File: src/rtl/pipe_pkg.sv
// Shared definitions for the generic pipeline stage register.
// Holds the state encoding, the default NOP control value and per-stage bundle widths.
// No logic, no timing.
package pipe_pkg;

    // Occupancy of a stage: how many instructions it currently holds.
    typedef enum logic [1:0] {
        ST_EMPTY = 2'd0,
        ST_FULL  = 2'd1,
        ST_SKID  = 2'd2
    } state_t;

    // Control value that downstream decodes as a NOP.
    localparam logic [7:0] BUBBLE_CTRL_DEFAULT = 8'h00;

    // Bundle widths used by the four classic MIPS inter-stage registers.
    localparam int IFID_CTRL_W  = 8;
    localparam int IFID_DATA_W  = 64;
    localparam int IDEX_CTRL_W  = 8;
    localparam int IDEX_DATA_W  = 128;
    localparam int EXMEM_CTRL_W = 8;
    localparam int EXMEM_DATA_W = 104;
    localparam int MEMWB_CTRL_W = 8;
    localparam int MEMWB_DATA_W = 72;

endpackage

File: src/rtl/pipe_slot_reg.sv
// One instruction slot: a loadable register with synchronous reset value.
// Latency: load value visible one cycle after en.
// Backpressure: none; the owner decides when to load via en.
module pipe_slot_reg #(
    parameter int           W       = 8,
    parameter logic [W-1:0] RST_VAL = '0
) (
    input  logic         clk,
    input  logic         reset,
    input  logic         en,
    input  logic [W-1:0] d,
    output logic [W-1:0] q
);

    logic [W-1:0] slot_q;

    // Load on enable; reset forces the configured empty value.
    always_ff @(posedge clk) begin
        if (reset) begin
            slot_q <= RST_VAL;
        end else if (en) begin
            slot_q <= d;
        end
    end

    assign q = slot_q;

endmodule

File: src/rtl/pipeline_stage_skid.sv
// Pipeline stage register with a one-entry skid slot, hazard stall and flush.
// Latency: 1 cycle from accept to out_valid; full throughput under out_ready.
// Backpressure: in_ready drops when both slots are occupied or on stall.
module pipeline_stage_skid
    import pipe_pkg::*;
#(
    parameter int                    CTRL_WIDTH  = 8,
    parameter int                    DATA_WIDTH  = 128,
    parameter logic [CTRL_WIDTH-1:0] BUBBLE_CTRL = CTRL_WIDTH'(BUBBLE_CTRL_DEFAULT),
    parameter int                    CNT_WIDTH   = 16   // must be >= 2
) (
    input  logic                  clk,
    input  logic                  reset,
    input  logic                  in_valid,
    output logic                  in_ready,
    input  logic [CTRL_WIDTH-1:0] in_ctrl,
    input  logic [DATA_WIDTH-1:0] in_data,
    output logic                  out_valid,
    input  logic                  out_ready,
    output logic [CTRL_WIDTH-1:0] out_ctrl,
    output logic [DATA_WIDTH-1:0] out_data,
    input  logic                  stall,
    input  logic                  flush,
    output logic [CNT_WIDTH-1:0]  flush_cnt
);

    localparam int W = CTRL_WIDTH + DATA_WIDTH;

    state_t               state_q, state_d;
    logic                 main_en, skid_en;
    logic [W-1:0]         main_d, main_q;
    logic [W-1:0]         skid_d, skid_q;
    logic [CNT_WIDTH-1:0] cnt_q, cnt_d;
    logic [CNT_WIDTH:0]   cnt_sum;
    logic [1:0]           held;
    logic                 accept, emit;
    logic [W-1:0]         in_bundle;
    logic [W-1:0]         bubble_bundle;

    assign in_bundle     = {in_ctrl, in_data};
    // Draining or flushing keeps the stale data and only forces a NOP control.
    assign bubble_bundle = {BUBBLE_CTRL, main_q[DATA_WIDTH-1:0]};

    // Only combinational input-to-output path: stall into in_ready.
    assign in_ready  = (state_q != ST_SKID) && !stall;
    assign out_valid = (state_q != ST_EMPTY);
    assign out_ctrl  = main_q[W-1 -: CTRL_WIDTH];
    assign out_data  = main_q[DATA_WIDTH-1:0];
    assign flush_cnt = cnt_q;

    assign accept = in_valid && in_ready;
    assign emit   = out_valid && out_ready && !stall;

    // Number of valid instructions discarded if a flush lands this cycle.
    always_comb begin
        held = 2'd0;
        case (state_q)
            ST_FULL: held = 2'd1;
            ST_SKID: held = 2'd2;
            default: held = 2'd0;
        endcase
    end

    assign cnt_sum = {1'b0, cnt_q} + {{(CNT_WIDTH - 1){1'b0}}, held};

    // Next state, slot loads and flush accounting; flush overrides everything.
    always_comb begin
        state_d = state_q;
        main_en = 1'b0;
        main_d  = bubble_bundle;
        skid_en = 1'b0;
        skid_d  = in_bundle;
        cnt_d   = cnt_q;

        if (flush) begin
            state_d = ST_EMPTY;
            main_en = 1'b1;
            main_d  = bubble_bundle;
            cnt_d   = cnt_sum[CNT_WIDTH] ? {CNT_WIDTH{1'b1}} : cnt_sum[CNT_WIDTH-1:0];
        end else if (!stall) begin
            case (state_q)
                ST_EMPTY: begin
                    if (accept) begin
                        state_d = ST_FULL;
                        main_en = 1'b1;
                        main_d  = in_bundle;
                    end
                end
                ST_FULL: begin
                    if (accept && emit) begin
                        main_en = 1'b1;
                        main_d  = in_bundle;
                    end else if (accept) begin
                        state_d = ST_SKID;
                        skid_en = 1'b1;
                    end else if (emit) begin
                        state_d = ST_EMPTY;
                        main_en = 1'b1;
                        main_d  = bubble_bundle;
                    end
                end
                ST_SKID: begin
                    // in_ready is low here, so only the drain side can move.
                    if (emit) begin
                        state_d = ST_FULL;
                        main_en = 1'b1;
                        main_d  = skid_q;
                    end
                end
                default: begin
                    state_d = ST_EMPTY;
                    main_en = 1'b1;
                    main_d  = bubble_bundle;
                end
            endcase
        end
    end

    // Occupancy state register.
    always_ff @(posedge clk) begin
        if (reset) begin
            state_q <= ST_EMPTY;
        end else begin
            state_q <= state_d;
        end
    end

    // Saturating flushed-instruction counter.
    always_ff @(posedge clk) begin
        if (reset) begin
            cnt_q <= '0;
        end else begin
            cnt_q <= cnt_d;
        end
    end

    pipe_slot_reg #(
        .W       (W),
        .RST_VAL ({BUBBLE_CTRL, {DATA_WIDTH{1'b0}}})
    ) u_main_slot (
        .clk   (clk),
        .reset (reset),
        .en    (main_en),
        .d     (main_d),
        .q     (main_q)
    );

    pipe_slot_reg #(
        .W       (W),
        .RST_VAL ({W{1'b0}})
    ) u_skid_slot (
        .clk   (clk),
        .reset (reset),
        .en    (skid_en),
        .d     (skid_d),
        .q     (skid_q)
    );

endmodule
File: config.mk
export PLATFORM = sky130hd
export DESIGN_NAME = pipeline_stage_skid
export DESIGN_NICKNAME = d
export VERILOG_FILES = /design/src/rtl/pipe_pkg.sv /design/src/rtl/pipe_slot_reg.sv /design/src/rtl/pipeline_stage_skid.sv
export SDC_FILE = /design/constraint.sdc
export NUM_CORES = 1
export LEC_CHECK = 0
export CAP_MARGIN = 10
export CORE_MARGIN = 3
export CORE_UTILIZATION = 50
export CTS_CLUSTER_SIZE = 20
export DETAILED_ROUTE_END_ITERATION = 16
export PLACE_DENSITY = 0.83
export SKIP_CTS_REPAIR_TIMING = 1
export SLEW_MARGIN = 40
export SYNTH_ARGS = -nofsm -noshare
export SYNTH_HDL_FRONTEND = slang
export SYNTH_SLANG_ARGS = --single-unit
export TNS_END_PERCENT = 100
File: constraint.sdc
create_clock -name clk -period 2.33 [get_ports clk]
set_input_delay 0.466 -clock clk [delete_from_list [all_inputs] [get_ports clk]]
set_output_delay 0.466 -clock clk [all_outputs]
set_load 0.01 [all_outputs]
==> results of run 1 <==
==> cell families after synthesis <==
family          count (synthesis)  synth area share
xor+xnor                       12           0.00835
fa+ha+maj                       3           0.00358
simple gates                  350             0.121
flops                         290             0.461
buf+inv                       148            0.0657
mux                             2           0.00169
compound gates                563             0.338
==> worst max-delay path: stages, from the launching register on <==
cell and delay, ps:
dfxtp_1 320, buf_4 170, or2_2 290, clkdlybuf4s50_1 480
==> routing by layer <==
layer	routed length (um)	vias up	share of wire	GRT usage
met4	1180	0	0.031	0.0907
met5	0	-	0	0
met3	3010	82	0.080	0.0559
li1	-	5431	-	-
met1	14800	5597	0.39	0.328
met2	18600	497	0.50	0.450
==> cells in the final DEF (no fill, tap or decap), types with 3 or more instances in the layout <==
cell	netlist	final
nor3_1	5	5
nor4b_1	10	10
buf_12	0	35
clkinv_2	0	4
clkbuf_1	44	7
inv_1	7	7
nand2_1	285	285
a211oi_2	120	120
nand4_1	4	4
clkdlybuf4s50_1	0	293
clkbuf_8	0	8
nor2b_1	4	4
xnor2_1	11	11
a211oi_1	9	9
clkbuf_16	0	31
a21oi_1	287	287
nor2_1	10	9
buf_4	22	37
nor4_1	3	3
o21ai_1	8	8
dfxtp_1	290	290
a22oi_2	30	30
and2_1	9	9
a22oi_1	98	98
==> registers in the layout, summed over array words and instances (netlist names) <==
signal / flops
flush_cnt: 16
state_q: 2
u_main_slot.q: 136
u_skid_slot.q: 136
==> worst min path at each step <==
stage | depth (start not counted) | slack, ps | from | to
finish | 2 | 370 | reset | u_skid_slot.q[94]
global route | 2 | 370 | reset | u_skid_slot.q[69]
CTS | 2 | 350 | reset | u_skid_slot.q[98]
detailed placement | 2 | 450 | u_skid_slot.q[125] | u_skid_slot.q[125]
global placement | 2 | 440 | u_skid_slot.q[132] | u_skid_slot.q[132]
floorplan | 2 | 430 | u_skid_slot.q[128] | u_skid_slot.q[128]
==> area by class of cell <==
cell class,instances,share of cell area
clock inverter,7,0.00510
multi-input combinational,930,0.349
antenna,2,0.000291
tap,324,0.0236
timing repair buffer,367,0.229
clock buffer,46,0.0531
inverter,7,0.00153
sequential,290,0.338
==> power by group through the flow <==
stage	Sequential (mW)	Clock [mW]	Combinational [mW]
2_1_floorplan	5.31	0	0.585
3_3_place_gp	5.27	0	1.34
3_5_place_dp	5.27	0	1.37
4_1_cts	5.16	4.89	1.38
5_1_grt	5.17	5.09	1.47
6_report	5.17	4.81	1.38
==> stage by stage <==
step	total power [mW]	util
3_5_place_dp	6.64	0.659
4_1_cts	11.4	0.700
5_1_grt	11.7	0.700
3_3_place_gp	6.61	0.659
6_report	11.4	0.700
2_1_floorplan	5.89	-
==> results.cfg, run 1 <==
[sta]
finalHoldWorstSlack_ps = 370
fin_crit_sh = 0.966
finalSetupViolCount = 0
fmax_ghz = 0.444
hold_viol = 0
worst_pin_slew_ps = 517
rsz0062_at_grt = no
fin_skew_ps = 12.6
setup_tns_ps = 0
slew_viol_final = 0
maxSlewHeadroom = 0.655
fin_ws_ps = 80.1
timing.final.crit_period_ps = 2250

[synthesis]
syn_area_per_cell_um2 = 9.20
yosysTopAreaCell = dfxtp_1
ys_seq_area_frac = 0.461
synth_top_area_frac = 0.461
synth_fp_nets = 1513
synth.distinct_cells = 52
synthFlopType = dfxtp_1
synth_edf_count = 0
synth_commonest_cells = 290 x dfxtp_1, 287 x a21oi_1, 285 x nand2_1, 120 x a211oi_2, 98 x a22oi_1
async_flop_share = 0
netlist_instances = 1368
ys_warn_count = 0
synth_area_leaders = dfxtp_1 46%, a211oi_2 12%, a21oi_1 11%
ys_ff_latch = 290
synth.most_common_cell = dfxtp_1
synth.cell_area_um2 = 12600

[power_and_ir_drop]
p_sw_mw = 2.69
sw_frac_of_total = 0.237
p_leak_nw = 5.42
ir_worst_vdd_uv = 593
p_clk_frac = 0.423
power_density_nw_per_um2 = 661
internal-power_mw = 8.66
comb_power_share = 0.122
pwr-share-seq = 0.455

[floorplanning]
rows = 57
dieArea_um2 = 27100
initial_core_util = 0.513
pin_count = 296
fp.dieH_um = 165
die_w_um = 165
core_area_um2 = 24500

[cells_and_area]
multi_input_area_um2 = 6000
fillCellCount = 1819
register_area_um2 = 5810
fin_cells = 1973
drive_gt1_frac = 0.173
area_delta_synth_final_pct = 36.5
fin_area_um2 = 17200
layout.nets = 1771

[clock_tree]
clock_sinks = 290
cts.path.max_buffers = 3
clkLatencyLatePin_ps = 550
htree_levels = 1
tritoncts = yes
clk_pin_slew_ps = 60
cts-root-buf = clkbuf_16
numCtsBuffers = 30

[critical_path]
setup.worst_path.start_class = register
arrival_ps = 1780
startpoint = state_q[1]
worstPathMaxFanout = 10
endpoint_kind = primary output
rrSetupSlack_ps = 200
rr_endpoint = flush_cnt[12]
r2r-start = state_q[0]
crit_end = out_valid
r2r_cells = 7
critPathRequiredTime_ps = 1860
crit_type = reg2out

[placed_design]
finalWeightedCongestion = 0.814
hpwlAfterDp_um = 24800
numPortBuffers = 295
placed_area_um2 = 16200
dp_slack_ps = -21.7
place_inst = 1918

[job]
maxCapViolCount = 0

[detailed_routing]
drt_iter0_markers = 991
drc = 0
via_per_inst = 5.88
totalWireLength_um = 37500
dr.pass1.iters = 5
vias = 11600
wire_per_inst_um = 19.0
antenna_left = 0

[global_routing]
gr-total-overflow = 0
grt_use_total = 0.263
grt_pass1_wl_um = 58700
antenna_found_initial = 2
grt_start_max_net_pins = 66
grt_pass1_vias = 11200

[min_path]
worstHoldPathType = in2reg

[status]
outcome = completed
Power figures use the tool's default switching activity.
==> run 2: changes to the inputs <==
Settings changed: CAP_MARGIN 10 to default.
==> results of run 2 <==
No change in the layout: final DEF, timing and power equal those of run 1.
